[src/rtl/k_fifo_pkg.sv]
// k_fifo_pkg: shared definitions for the FIFO write-port arbiter slice.
//   state_e   : arbiter FSM states (IDLE, XFER)
//   idx_width : width of a requester index for a given requester count
package k_fifo_pkg;

    typedef enum logic [0:0] {
        IDLE = 1'b0,
        XFER = 1'b1
    } state_e;

    function automatic int unsigned idx_width(input int unsigned n);
        return (n < 2) ? 1 : $clog2(n);
    endfunction

endpackage

[src/rtl/k_rr_pick.sv]
// k_rr_pick: combinational circular priority picker.
//   req    (in)  : request vector, one bit per requester
//   rr_ptr (in)  : highest-priority index for this search
//   any    (out) : at least one request is present
//   idx    (out) : first requesting index at or after rr_ptr (wrapping)
module k_rr_pick
    import k_fifo_pkg::*;
#(
    parameter int unsigned num_req = 4
) (
    input  logic [num_req-1:0]               req,
    input  logic [idx_width(num_req)-1:0]    rr_ptr,
    output logic                             any,
    output logic [idx_width(num_req)-1:0]    idx
);

    localparam int unsigned IDX_W = idx_width(num_req);

    // Walk offsets from farthest to nearest so the nearest hit is written last.
    always_comb begin
        int unsigned j;
        any = |req;
        idx = '0;
        j   = 0;
        for (int unsigned off = num_req; off > 0; off--) begin
            j = (32'(rr_ptr) + off - 1) % num_req;
            if (req[j]) begin
                idx = IDX_W'(j);
            end
        end
    end

endmodule

[src/rtl/k_fifo_wr_arb.sv]
// k_fifo_wr_arb: round-robin, packet-atomic arbiter sharing one FIFO write
// port among num_req requesters in the wclk domain.
//   wclk, wrst_n : write clock, async active-low reset
//   req_valid    : per-requester valid
//   req_data     : packed data, requester i at [i*data_size +: data_size]
//   req_last     : per-requester end-of-packet, qualified by req_valid
//   req_ack      : per-requester beat accepted (one-hot or zero)
//   wfull        : FIFO full
//   wdata, wput  : FIFO write data / strobe
//   busy         : a grant is held
//   grant_id     : current owner, valid while busy
module k_fifo_wr_arb
    import k_fifo_pkg::*;
#(
    parameter int unsigned data_size = 8,
    parameter int unsigned num_req   = 4,
    parameter int unsigned max_burst = 4
) (
    input  logic                              wclk,
    input  logic                              wrst_n,
    input  logic [num_req-1:0]                req_valid,
    input  logic [num_req*data_size-1:0]      req_data,
    input  logic [num_req-1:0]                req_last,
    output logic [num_req-1:0]                req_ack,
    input  logic                              wfull,
    output logic [data_size-1:0]              wdata,
    output logic                              wput,
    output logic                              busy,
    output logic [idx_width(num_req)-1:0]     grant_id
);

    localparam int unsigned IDX_W = idx_width(num_req);
    localparam int unsigned BC_W  = $clog2(max_burst + 1);

    state_e             r_state;
    logic [IDX_W-1:0]   r_grant_id;
    logic [IDX_W-1:0]   r_rr_ptr;
    logic [BC_W-1:0]    r_beat_cnt;

    logic               w_any;
    logic [IDX_W-1:0]   w_pick;
    logic               w_own_valid;
    logic               w_own_last;
    logic [data_size-1:0] w_own_data;
    logic               w_beat;
    logic               w_release;
    logic [IDX_W-1:0]   w_next_rr;

    k_rr_pick #(
        .num_req (num_req)
    ) u_pick (
        .req    (req_valid),
        .rr_ptr (r_rr_ptr),
        .any    (w_any),
        .idx    (w_pick)
    );

    // Owner mux written as a compare loop so a non-power-of-two count never
    // indexes past the vectors.
    always_comb begin
        w_own_valid = 1'b0;
        w_own_last  = 1'b0;
        w_own_data  = '0;
        for (int unsigned i = 0; i < num_req; i++) begin
            if (r_grant_id == IDX_W'(i)) begin
                w_own_valid = req_valid[i];
                w_own_last  = req_last[i];
                w_own_data  = req_data[i*data_size +: data_size];
            end
        end
    end

    assign w_beat    = (r_state == XFER) && w_own_valid && !wfull;
    // Either cause alone releases; both together still give a single release.
    assign w_release = w_beat && (w_own_last || (r_beat_cnt == BC_W'(max_burst - 1)));
    assign w_next_rr = (r_grant_id == IDX_W'(num_req - 1)) ? '0 : r_grant_id + 1'b1;

    always_ff @(posedge wclk or negedge wrst_n) begin
        if (!wrst_n) begin
            r_state    <= IDLE;
            r_grant_id <= '0;
            r_rr_ptr   <= '0;
            r_beat_cnt <= '0;
        end else begin
            case (r_state)
                IDLE: begin
                    if (w_any) begin
                        r_grant_id <= w_pick;
                        r_beat_cnt <= '0;
                        r_state    <= XFER;
                    end
                end
                XFER: begin
                    if (w_release) begin
                        r_state    <= IDLE;
                        r_beat_cnt <= '0;
                        r_rr_ptr   <= w_next_rr;
                    end else if (w_beat) begin
                        r_beat_cnt <= r_beat_cnt + 1'b1;
                    end
                end
                default: r_state <= IDLE;
            endcase
        end
    end

    always_comb begin
        req_ack = '0;
        for (int unsigned i = 0; i < num_req; i++) begin
            req_ack[i] = w_beat && (r_grant_id == IDX_W'(i));
        end
    end

    assign busy     = (r_state == XFER);
    assign wput     = w_beat;
    assign wdata    = busy ? w_own_data : '0;
    assign grant_id = r_grant_id;

endmodule

[config.mk]
export PLATFORM = sky130hd
export DESIGN_NAME = k_fifo_wr_arb
export DESIGN_NICKNAME = d
export VERILOG_FILES = /design/src/rtl/k_fifo_pkg.sv /design/src/rtl/k_rr_pick.sv /design/src/rtl/k_fifo_wr_arb.sv
export SDC_FILE = /design/constraint.sdc
export NUM_CORES = 1
export LEC_CHECK = 0
export CAP_MARGIN = 20
export CORE_UTILIZATION = 39
export DETAILED_ROUTE_END_ITERATION = 10
export PLACE_DENSITY_LB_ADDON = 0.25
export REMOVE_ABC_BUFFERS = 1
export SYNTH_ARGS = -nofsm -noshare
export SYNTH_HDL_FRONTEND = slang
export SYNTH_SLANG_ARGS = --single-unit
[constraint.sdc]
create_clock -name wclk -period 6.3 [get_ports wclk]
set_input_delay 1.575 -clock wclk [delete_from_list [all_inputs] [get_ports wclk]]
set_output_delay 1.575 -clock wclk [all_outputs]
set_load 0.02 [all_outputs]
# Word level (Yosys, flattened, before mapping)
# Cells that the tools add are included.
# Widths: inputs -> output; s select.
[totals]
input_bits = 43
word_cells = 72
out_inout_bits = 16
regBits = 8
[op_classes]
reduce_logical = 14
addsub = 10
bitwise = 1
eq_ne = 6
magnitude_cmp = 4
n_mux = 33
[ops]
columns = ["cell", "count"]
rows = [
  ["$mux 8", 5],
  ["$mux 1", 14],
  ["$lt 2x3->1 const B", 4],
  ["$mux 2", 5],
  ["$mux 3", 3],
  ["$bmux 1 s2", 4],
  ["$sub 2x1->2 const B", 4],
  ["$logic_and 1x1->1", 7],
  ["$add 2x1->2 const B", 3],
  ["$pmux 3 s2", 1],
  ["$reduce_and 2->1", 3],
  ["$add 2x2->2 const B", 2],
  ["$eq 2x2->1 const B", 2],
  ["$reduce_or 4->1", 1],
  ["$add 3x1->3 const B", 1],
  ["$eq 3x2->1 const B", 1],
  ["$ne 3x1->1 const B", 1],
  ["$eq 2x1->1 const B", 1],
  ["$logic_not 2->1", 1],
  ["$ne 2x1->1 const B", 1],
  ["$pmux 1 s2", 1],
  ["$logic_not 1->1", 1],
  ["$logic_or 1x1->1", 1],
  ["$not 1->1", 1],
]

# Depth between registers and ports, before layout
[logic_depth]
word_depth = 10
mapped_depth = 8
ltp_nobuf = 6

# By module
# From an unflattened synthesis, not the netlist that was laid out.
[unflattened]
hier_cells = 108
hier_area_um2 = 897.1
[modules_own_cells]
columns = ["mod", "cells_each", "area_each_um2", "seq_area_each_um2", "n_inst"]
rows = [
  ["k_fifo_wr_arb", 95, 819.5, 200.2, 1],
  ["k_rr_pick", 13, 77.6, 0.0, 1],
]

# Worst setup path after synthesis
# Ideal clock, no wire load.
[synth_timing]
kind = "input -> output"
from = "input port req_valid[2]"
to = "output port wput"
arrival_time_ns = 2.354
n_path_buf = 0
required_time_ns = 4.725
path_slack_ns = 2.371
path_stages = 3
path_cell_list = "nor3b_1 -> nor4b_4 -> and2_1"
[synth_between]
elab_chain_cells = 4
[synth_lines]
columns = ["element", "line_no", "rtl"]
rows = [
  ["from (decl)", "k_fifo_wr_arb.sv:21", "input logic [num_req-1:0] req_valid,"],
  ["$mux 1 (2 in a row)", "k_fifo_wr_arb.sv:65", "if (r_grant_id == IDX_W'(i)) begin"],
  ["$logic_and 1x1->1 (2 in a row)", "k_fifo_wr_arb.sv:73", "assign w_beat = (r_state == XFER) && w_own_valid && !wfull;"],
  ["to (decl)", "k_fifo_wr_arb.sv:27", "output logic wput,"],
]
# No other way between the ends.

# Worst setup path in the final report
# Same ends and word-level chain as after synthesis.

==> flow_summary.ini <==
[outcome]
status = completed

[setup_path]
worstPathMaxFanout = 9
reg2reg_to = r_rr_ptr[1]
reg2reg_setup_slack_ns = 3.88
reg2reg_depth = 6
crit_arrival_ns = 3.58
worstSetupPathType = input port to primary output
cp-start-kind = input port
r2r-start = grant_id[0]
end_kind = primary output
required_ns = 4.72

[pwr]
ir_worst_vdd_mv = 0.305
p_leak_nw = 0.644
switching_power_mw = 0.285
p_total_mw = 0.617
power_density_nw_per_um2 = 407
swShare = 0.462
combPwrFrac = 0.779
internal_power_mw = 0.332
power.share.clock = 0.061
p_seq_frac = 0.161

[synth]
ys_warn_count = 0
synth_area_leader_cell = dfrtp_1
yosysMostFrequentCell = nand2_1
yosysSeqAreaShare = 0.218
synth-edff-count = 0
synthTopCellsByCount = nand2_1, a21oi_1, o21ai_0
yosys-top-cells-area = dfrtp_1, ha_1, a22o_1
yosys.area.top_type_share = 0.218
synth_ff_type = dfrtp_1
synth_area_per_cell_sq_um = 8.12
ys_async_sr_fraction = 1.00
ys_ff_latch = 8
syn_inst = 113
ys_types = 34
syn_area_sq_um = 917

[floorplan]
die-area_sq_um = 2550
core_sq_um = 2210
rows = 17
die_h_um = 50.5
die_w_um = 50.5
num_io_pins = 59
initial_core_util = 0.415

[sta]
tightest_slew_ns = 0.650
rsz0062_at_grt = false
slew-limit-headroom = 0.567
fmax_mhz = 194
finalHoldViolCount = 0
fin_tns_setup_ns = 0
finalCritPeriodShare = 0.819
slew_violations = 0
period_minus_slack_ns = 5.16
skew_ns = 0.00434
finalSetupViolations = 0

[drt]
antenna_left = 0
drc_errors = 0
drtPass1Iterations = 4
via_per_inst = 5.41
drt-initial-drc-count = 16
wl_per_cell_um = 15.3
num_vias = 1049
wirelength_um = 2970

[clocking]
htreeDepth = 1
cts_buffers = 3
clk_pin_slew_ns = 0.05
cts_tree = done
clk_latency_ns = 0.25
ctsLongestPathBuffers = 2
ctsHoldBuffers = 0
postCtsSetupRepairBufs = 0
clock_sinks = 8
cts_root_buffer = clkbuf_4
cts.repair.resized = 0

[hold_path]
whs_endpoint = r_beat_cnt[2]
hold_path_class = flop to flop
hold_depth = 2
min_from = r_beat_cnt[2]

[grt]
overflow = 0
grt_max_degree = 22
grt_pass1_wl_um = 4540
grt_use_total = 0.234
antenna_found_initial = 0
grt_pass1_vias = 941

[run]
cap_violations = 0

[cells_and_area]
fin_util = 0.684
antenna_cells = 0
drive_above_1_share = 0.0723
fin_nets = 217
synthToLayoutAreaGrowth_pct = 65.1

[placement]
place.gp.congestion = 0.787
io_buffers = 58
hpwl_um = 2260
## worst max-delay path by stage
stage                 start  endpoint  slack (ns)  depth (start not counted)
2_1_floorplan  req_valid[2]      wput        2.37                          3
3_3_place_gp   req_valid[2]      wput        1.22                          5
3_5_place_dp   req_valid[2]      wput        1.16                          5
4_1_cts        req_valid[2]      wput        1.16                          5
5_1_grt        req_valid[2]      wput        1.03                          5
6_report       req_valid[2]      wput        1.14                          5
## cell usage in the layout, fill, tap and decap left out
cell type / n
a2111oi_0: 2
a211oi_1: 1
a21o_1: 2
a21oi_1: 12
a221oi_1: 1
a22o_1: 8
and2_1: 2
and2_2: 2
and2b_1: 1
and3_2: 2
and3b_1: 8
clkbuf_4: 3
clkdlybuf4s50_1: 58
dfrtp_1: 8
ha_1: 6
inv_1: 6
mux2_2: 2
mux2i_1: 1
nand2_1: 13
nand2b_1: 2
nand3_1: 2
nand3b_1: 3
nor2_1: 1
nor2b_4: 1
nor3b_1: 2
nor4b_4: 1
o211ai_2: 1
o21a_1: 1
o21ai_0: 9
o21ai_1: 1
o22ai_1: 3
or4_1: 1
## state kept, by name (all words and copies together) (netlist names)
name        count
r_rr_ptr        2
busy            1
grant_id        2
r_beat_cnt      3
## stage by stage
| stage | hold slack [ns] | cells | worst slack [ns] | area, sq um |
|---|---|---|---|---|
| finish | 0.550 | 194 | 1.14 | 1510 |
| global route | 0.574 | 194 | 1.03 | 1510 |
| CTS | 0.549 | 194 | 1.16 | 1510 |
| detailed placement | 0.542 | 191 | 1.16 | 1490 |
| global placement | 0.528 | 191 | 1.22 | 1490 |
| floorplan | 0.512 | 105 | 2.37 | 876 |
## layout make-up
type / count / area, sq um
Inverter: 6 / 22.5
Sequential cell: 8 / 200
Timing Repair Buffer: 58 / 581
Tap cell: 28 / 35.0
Multi-Input combinational cell: 91 / 653
Clock buffer: 3 / 22.5
Fill cell: 195 / 698
## cell families after synthesis
family          after synthesis  share of synthesized area
fa+ha+maj                     6                     0.0819
mux                           3                     0.0355
flops                         8                      0.218
simple gates                 41                      0.303
buf+inv                      14                     0.0696
compound gates               41                      0.292
## routing by layer
layer  wire, um  GRT usage  vias up  share of wire
li1           -          -      521              -
met1       1370      0.300      478           0.46
met5          0          0        -              0
met3        217     0.0545        2          0.073
met2       1380      0.402       48           0.46
met4          6     0.0417        0         0.0020
## worst max-delay path, stage by stage
cell and delay [ns]:
clkdlybuf4s50_1 0.53, nor3b_1 0.10, nor4b_4 0.47, and2_1 0.27
clkdlybuf4s50_1 0.63
## power groups by stage
stage          sequential (mW)  combinational, mW  clock (mW)
2_1_floorplan            0.102              0.285           0
3_3_place_gp            0.0964              0.464           0
3_5_place_dp            0.0987              0.477           0
4_1_cts                 0.0981              0.478      0.0404
5_1_grt                  0.102              0.524      0.0424
6_report                0.0991              0.480      0.0375
Note: power is estimated with default switching activity, not from simulation.
